===== src/rtl/crc4_framer_if.sv =====
// crc4_framer_if: valid/ready word stream into the framer
interface crc4_framer_if #(
    parameter int DATA_W = 8
) ();
    logic              s_valid;
    logic              s_ready;
    logic [DATA_W-1:0] s_data;
    logic              s_last;

    modport master (output s_valid, output s_data, output s_last, input s_ready);
    modport slave  (input s_valid, input s_data, input s_last, output s_ready);
endinterface


===== src/rtl/crc4_framer.sv =====
// crc4_framer: serializes words MSB first into tx and an external CRC-3 generator, then appends the remainder
module crc4_framer #(
    parameter int DATA_W = 8
) (
    input  logic          clk,
    input  logic          rst_n,
    crc4_framer_if.slave  s,
    output logic          crc_rst_n,
    output logic          crc_wr_en,
    output logic          crc_data_in,
    input  logic [2:0]    crc_word,
    output logic          tx_valid,
    output logic          tx_data,
    output logic          tx_sof,
    output logic          tx_crc
);
    localparam int CW = DATA_W > 3 ? $clog2(DATA_W) : 2;

    typedef enum logic [2:0] {IDLE, CLR, SHIFT, WAIT, AUG, CAPT, CRC} state_t;

    state_t            state;
    logic [DATA_W-1:0] sh;
    logic [CW-1:0]     cnt;
    logic              last_q;
    logic [2:0]        crc_q;
    logic              acc;

    assign acc = s.s_valid && s.s_ready;

    // frame sequencer; every output is set on the edge that enters the state it belongs to
    always_ff @(posedge clk or negedge rst_n) begin
        if (!rst_n) begin
            state       <= IDLE;
            sh          <= '0;
            cnt         <= '0;
            last_q      <= 1'b0;
            crc_q       <= 3'b000;
            s.s_ready   <= 1'b0;
            crc_rst_n   <= 1'b0;
            crc_wr_en   <= 1'b0;
            crc_data_in <= 1'b0;
            tx_valid    <= 1'b0;
            tx_data     <= 1'b0;
            tx_sof      <= 1'b0;
            tx_crc      <= 1'b0;
        end else begin
            case (state)
                IDLE: begin
                    s.s_ready <= ~acc;
                    crc_rst_n <= ~acc;
                    if (acc) begin
                        sh     <= s.s_data;
                        last_q <= s.s_last;
                        state  <= CLR;
                    end
                end
                CLR: begin
                    crc_rst_n   <= 1'b1;
                    tx_valid    <= 1'b1;
                    tx_sof      <= 1'b1;
                    crc_wr_en   <= 1'b1;
                    tx_data     <= sh[DATA_W-1];
                    crc_data_in <= sh[DATA_W-1];
                    sh          <= sh << 1;
                    cnt         <= CW'(DATA_W - 1);
                    state       <= SHIFT;
                end
                SHIFT: begin
                    tx_sof <= 1'b0;
                    if (cnt == '0) begin
                        tx_valid    <= 1'b0;
                        tx_data     <= 1'b0;
                        crc_data_in <= 1'b0;
                        crc_wr_en   <= last_q;
                        s.s_ready   <= ~last_q;
                        cnt         <= CW'(2);
                        state       <= last_q ? AUG : WAIT;
                    end else begin
                        tx_data     <= sh[DATA_W-1];
                        crc_data_in <= sh[DATA_W-1];
                        sh          <= sh << 1;
                        cnt         <= cnt - 1'b1;
                    end
                end
                WAIT: begin
                    if (acc) begin
                        s.s_ready   <= 1'b0;
                        tx_valid    <= 1'b1;
                        crc_wr_en   <= 1'b1;
                        tx_data     <= s.s_data[DATA_W-1];
                        crc_data_in <= s.s_data[DATA_W-1];
                        sh          <= s.s_data << 1;
                        last_q      <= s.s_last;
                        cnt         <= CW'(DATA_W - 1);
                        state       <= SHIFT;
                    end
                end
                AUG: begin
                    if (cnt == '0) begin
                        crc_wr_en <= 1'b0;
                        state     <= CAPT;
                    end else begin
                        cnt <= cnt - 1'b1;
                    end
                end
                CAPT: begin
                    tx_valid <= 1'b1;
                    tx_crc   <= 1'b1;
                    tx_data  <= crc_word[2];
                    crc_q    <= {crc_word[1:0], 1'b0};
                    cnt      <= CW'(2);
                    state    <= CRC;
                end
                CRC: begin
                    if (cnt == '0) begin
                        tx_valid  <= 1'b0;
                        tx_crc    <= 1'b0;
                        tx_data   <= 1'b0;
                        s.s_ready <= 1'b1;
                        state     <= IDLE;
                    end else begin
                        tx_data <= crc_q[2];
                        crc_q   <= crc_q << 1;
                        cnt     <= cnt - 1'b1;
                    end
                end
                default: state <= IDLE;
            endcase
        end
    end
endmodule


===== src/flat_wrapper.sv =====
// flat-port wrapper written by rule: the top's interface ports become plain ports
module crc4_framer_flat 
#(
    parameter int DATA_W = 8
)
  (clk, rst_n, crc_rst_n, crc_wr_en, crc_data_in, crc_word, tx_valid, tx_data, tx_sof, tx_crc, s_s_valid, s_s_data, s_s_last, s_s_ready);
  crc4_framer_if #(.DATA_W(DATA_W)) s_i ();
  input  logic clk;
  input  logic rst_n;
  output logic crc_rst_n;
  output logic crc_wr_en;
  output logic crc_data_in;
  input  logic [2:0] crc_word;
  output logic tx_valid;
  output logic tx_data;
  output logic tx_sof;
  output logic tx_crc;
  input wire logic [$bits(s_i.s_valid)-1:0] s_s_valid;
  input wire logic [$bits(s_i.s_data)-1:0] s_s_data;
  input wire logic [$bits(s_i.s_last)-1:0] s_s_last;
  output wire logic [$bits(s_i.s_ready)-1:0] s_s_ready;
  assign s_i.s_valid = s_s_valid;
  assign s_i.s_data = s_s_data;
  assign s_i.s_last = s_s_last;
  assign s_s_ready = s_i.s_ready;
  crc4_framer #(.DATA_W(DATA_W)) u_core (.clk(clk), .rst_n(rst_n), .s(s_i), .crc_rst_n(crc_rst_n), .crc_wr_en(crc_wr_en), .crc_data_in(crc_data_in), .crc_word(crc_word), .tx_valid(tx_valid), .tx_data(tx_data), .tx_sof(tx_sof), .tx_crc(tx_crc));
endmodule

===== config.mk =====
export PLATFORM = sky130hd
export DESIGN_NAME = crc4_framer_flat
export DESIGN_NICKNAME = d
export VERILOG_FILES = /design/src/rtl/crc4_framer_if.sv /design/src/rtl/crc4_framer.sv /design/src/flat_wrapper.sv
export SDC_FILE = /design/constraint.sdc
export NUM_CORES = 1
export LEC_CHECK = 0
export CAP_MARGIN = 30
export CORE_ASPECT_RATIO = 0.9
export CORE_UTILIZATION = 47
export CTS_BUF_LIST = sky130_fd_sc_hd__clkbuf_4 sky130_fd_sc_hd__clkbuf_8 sky130_fd_sc_hd__clkbuf_16
export DETAILED_ROUTE_END_ITERATION = 10
export DONT_BUFFER_PORTS = 1
export PLACE_DENSITY = 0.62
export RECOVER_POWER = 100
export SETUP_SLACK_MARGIN = 0.5
export SYNTH_ARGS = -nofsm -noshare
export SYNTH_HDL_FRONTEND = slang
export SYNTH_SLANG_ARGS = --single-unit

===== constraint.sdc =====
create_clock -name clk -period 2.1 [get_ports clk]
set_input_delay 0.63 -clock clk [delete_from_list [all_inputs] [get_ports clk]]
set_output_delay 0.63 -clock clk [all_outputs]
set_load 0.02 [all_outputs]

After elaboration in Yosys (flattened, before gate mapping)
Cells that the tools add are included.
{"block": "totals", "regBits": 26, "latchBits": 0, "ramBits": 0, "rom_bits": 0, "in_bits": 15, "out_inout_bits": 8, "wordCells": 93, "n_memories": 0}
{"block": "op_classes", "addsub": 1, "mul": 0, "div": 0, "magnitude_cmp": 0, "n_eq_ne": 15, "shift": 0, "mux": 34, "n_bitwise": 2, "n_reduce_logical": 28}
{"op": "$pmux 8 s4", "n": 1}
{"op": "$mux 3", "n": 10}
{"op": "$mux 8", "n": 3}
{"op": "$pmux 3 s7", "n": 1}
{"op": "$pmux 3 s5", "n": 1}
{"op": "$ne 2x1->1 const B", "n": 6}
{"op": "$reduce_and 4->1", "n": 3}
{"op": "$reduce_bool 4->1", "n": 3}
{"op": "$reduce_and 2->1", "n": 5}
{"op": "$reduce_bool 5->1", "n": 2}
{"op": "$eq 3x3->1 const B", "n": 3}
{"op": "$mux 1", "n": 9}
{"op": "$pmux 1 s4", "n": 2}
{"op": "$reduce_or 2->1", "n": 4}
{"op": "$eq 3x2->1 const B", "n": 2}
{"op": "$logic_not 3->1", "n": 2}
{"op": "$ne 2x2->1 const B", "n": 3}
{"op": "$pmux 1 s2", "n": 3}
{"op": "$pmux 1 s3", "n": 2}
{"op": "$pmux 3 s2", "n": 1}
{"op": "$reduce_and 3->1", "n": 2}
{"op": "$reduce_bool 2->1", "n": 3}
{"op": "$reduce_bool 3->1", "n": 2}
{"op": "$pmux 1 s5", "n": 1}
{"op": "other kinds (5)", "n": 6}

Depth between registers and ports, before layout
Gate-level depths: netlist of the first run.
{"block": "logic_depth", "word_depth": 4, "ltp_mapped": 9, "depth_no_buf": 7}

Worst setup path before layout of the first run
No wires, ideal clock.
{"block": "synth_timing", "kind": "register -> register", "start": "register u_core.cnt[0]", "end": "register u_core.sh[0]", "setup_ns": 0.121, "arrival_ns": 1.710, "required_time_ns": 1.979, "path_slack_ns": 0.270, "stages_incl_launch_ff": 10, "n_path_buf": 2, "synth_period_minus_slack_ns": 1.830, "cell_sequence": "dfrtp_1 -> inv_1 -> ha_1 -> ha_1 -> buf_2 -> and3b_1 -> a211o_1 -> buf_6 -> nand2_1 -> o21ai_2"}
{"block": "synth_via", "elab_chain_len": 3}
{"item": "start: declaration", "line_no": "crc4_framer.sv:23", "text": "logic [CW-1:0] cnt;"}
{"item": "start signal: assignment", "line_no": "crc4_framer.sv:65", "text": "cnt <= CW'(DATA_W - 1);"}
{"item": "start signal: assignment", "line_no": "crc4_framer.sv:82", "text": "cnt <= cnt - 1'b1;"}
{"item": "start signal: assignment", "line_no": "crc4_framer.sv:94", "text": "cnt <= CW'(DATA_W - 1);"}
{"item": "$logic_not 3->1", "line_no": "crc4_framer.sv:70", "text": "if (cnt == '0) begin"}
{"item": "$ne 2x2->1 (no line)"}
{"item": "$reduce_and 4->1 (no line)"}
{"item": "end signal: assignment", "line_no": "crc4_framer.sv:64", "text": "sh <= sh << 1;"}
{"item": "end signal: assignment", "line_no": "crc4_framer.sv:81", "text": "sh <= sh << 1;"}
{"item": "end signal: assignment", "line_no": "crc4_framer.sv:92", "text": "sh <= s.s_data << 1;"}
{"item": "end: declaration", "line_no": "crc4_framer.sv:22", "text": "logic [DATA_W-1:0] sh;"}
No other way between the ends.
A chain may end at the register's enable or synchronous reset.

Worst setup path in the final report of the first run
{"block": "layout_timing", "start": "register u_core.cnt[1]", "end": "register u_core.cnt[2]"}
{"block": "layout_via", "elab_chain_len": 3, "elab_cells_between_ends": 7, "classes_between": "1 x add/sub; 1 x eq/ne; 3 x mux; 2 x reduce/logical"}
{"item": "$sub 3x1->3 / $logic_not 3->1 (equally long branches)"}
{"item": "$mux 3 (tied with other cells)", "line_no": "crc4_framer.sv:99, crc4_framer.sv:115"}
{"item": "$pmux 3 s5 / $reduce_and 3->1 (equally long branches)"}
Parallel ways exist; a longest one is shown, timed or not. The select of a mux whose other input is x is not followed.

==> metrics.cfg, run 1 <==
[sta]
setup-violations-final = 0
setup_ws_ns = 0.3082
max_freq_ghz = 0.5581
clock_skew_ns = 0.01077
hold_viol = 0
slew_violations = 0
fin_crit_sh = 0.8532
rsz0062_at_grt = true
max_slew_margin = 0.6411
post-route-min-period_ns = 1.792
finalSetupTns_ns = 0
tightest_slew_ns = 0.5383

[final_layout]
area_growth_pct = 10.76
multi_input_area_um2 = 933.4
post-route-util = 0.5663
final_cell_area_um2 = 1790
fin_nets = 213
nFillCells = 287
seq_area_um2 = 630.6
drive_above_1_share = 0.1598
diodes = 0

[logic_synthesis]
muxShareOfSynthArea = 0.05650
synth_area_per_cell_um2 = 8.553
synth_cell_types = 41
syn-num-nets = 207
synth-compound-area-share = 0.2949
yosysWarnings = 0
synth-seq-cells = 25
synth-simple-area-share = 0.1587
synthXorXnorAreaFrac = 0.005418
synth_top_family_by_area = compound AO/OA/AOI/OAI gates
ys_seq_area_frac = 0.3870
synthAdderAreaFrac = 0.02322
syn_area_um2 = 1617
synthesis.instances = 189

[die]
fp.coreArea_um2 = 3162
boundaryPins = 23
die_h_um = 57.64
dieArea_um2 = 3678
initial_utilization = 0.5113
die_width_um = 63.82
rows = 19

[routing]
vias = 1482
routed_wl_um = 3999
drc_errors = 0
dr.pass1.iters = 4
vias_per_cell = 6.280
wl_per_cell_um = 16.94
drtIter0Drc = 77
ant_nets = 0

[clock_tree]
clk_latency_ns = 0.28
cts_buffers = 3
clockBufferDepth = 2
ctsHtreeMaxLevel = 1
clock-sinks = 25
cts_tree = built
hold_buffers = 0
cts-root-buf = clkbuf_8
clk_pin_slew_ns = 0.09

[placed_design]
place_area_um2 = 1669
port_buffers = 0
pre_cts_ws_ns = 0.2955
dp_hpwl_um = 2663
gp_congestion = 0.8433

[worst_setup_path]
crit_required_ns = 2.26
critPathLaunchType = register
criticalPathCategory = register to register
worstPathArrival_ns = 1.95
worstPathMaxFanout = 6
endpoint_kind = register

[power_and_ir_drop]
power_density_nw_per_um2 = 1689
combPwrFrac = 0.538
leakagePower_nw = 0.7208
internal_power_mw = 1.612
p_sw_mw = 1.412
clkPwrFrac = 0.097
power_mw = 3.024
vdd_ir_drop_max_mv = 0.6162
sequentialPowerShare = 0.365
swShare = 0.4671

[grt]
grt_max_degree = 26
antenna_found_initial = 0
grt_pass1_vias = 1366
track_usage = 0.2305
overflow = 0
grt_pass1_wl_um = 6630

[hold_path]
min_path_type = input pin to async pin

[run]
maxCapViolCount = 0

[run_status]
status = complete, no violations

routing by layer:
metal	part of all wire	GRT usage	up-vias
met5	0	0	-
met4	0.0073	0.05519	0
met3	0.082	0.04528	4
met2	0.46	0.3678	65
met1	0.45	0.3245	711
li1	-	-	702
critical path, stage by stage, from the launching register on:
cell and delay (ns):
dfrtp_1 0.40, inv_2 0.08, ha_4 0.13, ha_1 0.31, nor2_4 0.11, a221o_1 0.42
o211ai_1 0.11, o21ai_0 0.11
Yosys cell counts:
cell | n | area share
o21a_1 | 1 | 0.0046
o21ai_2 | 2 | 0.011
o21ai_0 | 11 | 0.034
inv_1 | 9 | 0.021
buf_4 | 3 | 0.014
dfrtp_1 | 25 | 0.39
buf_2 | 9 | 0.028
inv_2 | 1 | 0.0023
a31oi_1 | 3 | 0.012
a21o_1 | 1 | 0.0046
buf_1 | 1 | 0.0023
nor3b_1 | 7 | 0.033
or3_1 | 1 | 0.0039
nor2b_1 | 3 | 0.012
a221o_1 | 3 | 0.019
xnor2_1 | 1 | 0.0054
a21bo_1 | 1 | 0.0062
nand2b_1 | 6 | 0.023
o2bb2ai_1 | 1 | 0.0054
ha_1 | 3 | 0.023
nand2_1 | 12 | 0.028
and3b_1 | 2 | 0.011
o22a_1 | 1 | 0.0054
a211oi_1 | 1 | 0.0046
buf_6 | 1 | 0.0070
a21oi_1 | 22 | 0.068
o21bai_1 | 1 | 0.0046
o22ai_1 | 11 | 0.043
a211o_1 | 1 | 0.0054
nand4_1 | 1 | 0.0039
nor2_1 | 11 | 0.026
and3_1 | 1 | 0.0039
mux2_1 | 1 | 0.0070
a32oi_1 | 1 | 0.0054
mux2i_1 | 8 | 0.050
nand3_1 | 1 | 0.0031
o211ai_1 | 3 | 0.014
o31a_1 | 1 | 0.0054
nor3_1 | 1 | 0.0031
nand3b_1 | 2 | 0.0093
o21ai_1 | 14 | 0.043
cells by family after synthesis:
logic type	count (synthesis)
xor+xnor	1
fa+ha+maj	3
compound gates	79
simple gates	48
mux	9
flops	25
buf+inv	24
worst paths after layout:
check                           slack [ns]  cells past startpoint           from              end
worst min register to register        0.51                      2   u_core.sh[4]     u_core.sh[4]
worst max-delay path                  0.31                      7  u_core.cnt[1]    u_core.cnt[2]
max in group asynchronous             1.98                      0          rst_n  u_core.crc_q[1]
worst max register to register        0.31                      7  u_core.cnt[1]    u_core.cnt[2]
min in group clk                      0.48                      1       s_s_last    u_core.last_q
worst min-delay path                  0.03                      0          rst_n     u_core.sh[2]
area by class of cell:
type,count,area share
clock buffer,3,0.02306
clock inverter,1,0.002795
inverter,10,0.02096
multi-input combinational,141,0.5213
sequential,25,0.3522
tap,42,0.02935
timing repair buffer,14,0.05031
cell usage in the layout (no fill, tap or decap), types with 2 or more instances in the layout:
cell	netlist	layout
o211ai_1	3	3
and3b_1	2	2
a221o_1	3	3
nor2_1	11	9
o21ai_0	11	20
inv_1	9	7
buf_4	3	10
dfrtp_1	25	23
nor3b_1	7	7
nand2_1	12	9
clkbuf_1	0	4
nand2b_1	6	6
nand2_2	0	3
mux2i_1	8	8
clkbuf_8	0	3
o21ai_1	14	5
o21ai_2	2	2
nor2b_1	3	3
a31oi_1	3	3
nand3b_1	2	2
a211o_4	0	2
a21oi_1	22	21
inv_2	1	3
o22ai_1	11	11
power groups by stage:
stage          logic [mW]  registers [mW]  clock network (mW)
2_1_floorplan        1.38           0.939                   0
3_3_place_gp         1.47            1.08                   0
6_report             1.63            1.10               0.293
5_1_grt              1.81            1.14               0.314
3_5_place_dp         1.52            1.09                   0
4_1_cts              1.66            1.09               0.302
metrics by stage:
stage | cells | hold WS, ns
global placement | 224 | 0.3350
floorplan | 189 | 0.3344
detailed placement | 224 | 0.3349
finish | 236 | 0.03349
global route | 236 | 0.02323
CTS | 234 | 0.02990
state kept, by name (all words and copies together) (netlist names), 2 cells and up:
name / cells
u_core.sh: 8
u_core.cnt: 3
u_core.state: 3
u_core.crc_q: 2
what timing repair did:
item                                    4_1_cts  5_1_grt
endpoints found under the setup margin       18       13
gates cloned                                  1        0
resized for setup                            11        6
pin swaps                                     6       11
buffers inserted                              5        2
Note: power is estimated with default switching activity, not from simulation.
==> run 2: changes to the inputs <==
- ABC_CLOCK_PERIOD_IN_PS: not set -> 2100
==> results of run 2 <==
Final layout, timing and power as in run 1 (identical DEF).
==> run 3: changes to the inputs <==
- CORE_MARGIN: not set -> 5
==> metrics.cfg, run 3 (synthesis results as in run 1) <==
[final_layout]
most-common-layout-cells = dfrtp_1, a21oi_1, o21ai_0
fin_nets = 210  ; -1.4%
diodes = 0  ; unchanged
area_growth_pct = 9.366
largest-register = u_core.sh
instances_no_fill = 235  ; -0.42%
top_regs = u_core.sh (8), u_core.cnt (3), u_core.state (3)
nFillCells = 331  ; +15%
drive_above_1_share = 0.1466  ; -0.01320
final_cell_area_um2 = 1768  ; -1.3%
mostFrequentLayoutCell = dfrtp_1
largest_reg_flops = 8  ; unchanged

[placed_design]
dp_hpwl_um = 2729  ; +2.5%
port_buffers = 0  ; unchanged
dp.cells = 227  ; +1.3%
place_area_um2 = 1679  ; +0.60%
gp_congestion = 0.8842  ; +4.8%

[grt]
track_usage = 0.1780  ; -0.05252
grt_max_degree = 26  ; unchanged
grt_pass1_vias = 1434  ; +5.0%
overflow = 0  ; unchanged
grt_pass1_wl_um = 6755  ; +1.9%
antenna_found_initial = 0  ; unchanged

[sta]
max_slew_margin = 0.6229  ; -0.01822
post-route-min-period_ns = 1.775  ; -0.01726 ns
finalSetupTns_ns = 0  ; unchanged
fin_crit_sh = 0.8450  ; -0.008219
setup-violations-final = 0  ; unchanged
clock_skew_ns = 0.002063  ; -0.008709 ns
hold_viol = 0  ; unchanged
slew_violations = 0  ; unchanged
max_freq_ghz = 0.5635  ; +0.97%
rsz0062_at_grt = true
tightest_slew_ns = 0.5656  ; +0.02734 ns

[worst_setup_path]
crit_required_ns = 2.26  ; about the same
worstPathMaxFanout = 6  ; unchanged
criticalPathCategory = register to register
endpoint_kind = register
critPathLaunchType = register
cpMostUsedCell = ha_1
max_stage_delay_ns = 0.39  ; -0.03 ns
cp_slowest_cell = dfrtp_1
path_cells = inv_1 -> ha_1 -> ha_1 -> clkbuf_1 -> nand3b_1 -> a21oi_1 -> o211ai_1 -> o31a_1
path_buf_inv = 2  ; +1
worstPathArrival_ns = 1.94  ; about the same
cp_top_family = adder cells

[die]
dieArea_um2 = 4714  ; +28%
initial_utilization = 0.4821  ; -0.02919
die_h_um = 65.64  ; +14%
rows = 20  ; +1
die_width_um = 71.82  ; +13%
fp.coreArea_um2 = 3353  ; +6.1%
boundaryPins = 23  ; unchanged

[clock_tree]
hold_buffers = 0  ; unchanged
clockBufferDepth = 2  ; unchanged
ctsHtreeMaxLevel = 1  ; unchanged
clock-sinks = 25  ; unchanged
cts_tree = built
clk_latency_ns = 0.27  ; about the same
cts-root-buf = clkbuf_8
clk_pin_slew_ns = 0.09  ; about the same
cts_buffers = 3  ; unchanged

[power_and_ir_drop]
vdd_ir_drop_max_mv = 0.5917  ; -4.0%
leakagePower_nw = 0.7228  ; +0.27%
power_density_nw_per_um2 = 1698  ; +0.56%

[hold_path]
min_path_type = input pin to async pin

[routing]
ant_nets = 0  ; unchanged
vias = 1453  ; -2.0%
drtIter0Drc = 108  ; +40%
drc_errors = 0  ; unchanged
wl_per_cell_um = 16.58  ; -2.1%
dr.pass1.iters = 4  ; unchanged
vias_per_cell = 6.183  ; -1.5%
routed_wl_um = 3897  ; -2.6%

[run_status]
status = complete, no violations

[run]
maxCapViolCount = 0  ; unchanged

==> run 3: cell types whose count changed in the layout (fill, tap and decap cells not counted), moves of 2 or more <==
cell      previous run  this run
o21ai_1              5         8
o21ai_0             20        16
nand2_1              9        11
nand2_2              3         1
clkbuf_1             4         1
ha_1                 1         3
==> run 3: timing repair <==
action	in CTS	in global routing
setup endpoints to repair	18	13
cloned	1	0
gates resized for setup	9	10
pin swaps	4	8
buffers inserted	3	0
==> run 3: cell type report <==
type	count	area, um2	share of cell area
well taps	44	55.05	0.03114
multi-input cells	141	919.6	0.5202
flip-flops and latches	25	628.1	0.3553
repair buffers	11	78.83	0.04459
inverters	10	37.54	0.02123
clock buffers	4	48.80	0.02760
==> run 3: layer usage <==
layer,wire [um],vias to the layer above,GRT usage
met5,0,-,0
met4,41,0,0.04460
met3,227,6,0.04740
met2,1782,40,0.2775
met1,1846,707,0.2445
li1,-,700,-
==> run 3: where the power goes <==
group / total (mW) / internal (mW) / switching, mW / leakage [nW]
clock network: 0.308 / 0.149 / 0.159 / 0.0262
logic: 1.60 / 0.759 / 0.837 / 0.397
registers: 1.10 / 0.712 / 0.387 / 0.300
total: 3.00 / 1.62 / 1.38 / 0.723
==> run 3: path summary, 6_finish.rpt <==
path	startpoint	endpoint	slack, ns	cells past startpoint
max	u_core.cnt[1]	u_core.crc_wr_en	0.33	8
min	rst_n	u_core.sh[1]	0.04	0
max reg2reg	u_core.cnt[1]	u_core.crc_wr_en	0.33	8
min reg2reg	u_core.cnt[1]	u_core.cnt[1]	0.51	1
max in group asynchronous	rst_n	u_core.state[0]	1.97	0
min in group clk	s_s_last	u_core.last_q	0.49	1
==> run 3: stage by stage <==
stage                     hold WS, ns  total power, mW    util  setup WS (ns)
after global placement         0.3352            2.554  0.5007         0.3554
after CTS                     0.03939            3.033  0.5321         0.4920
after global routing          0.02617            3.271  0.5272         0.2319
after detailed placement       0.3353            2.604  0.5007         0.3073
final                         0.04468            3.003  0.5272         0.3255
after floorplan                0.3344            2.320       -         0.3953
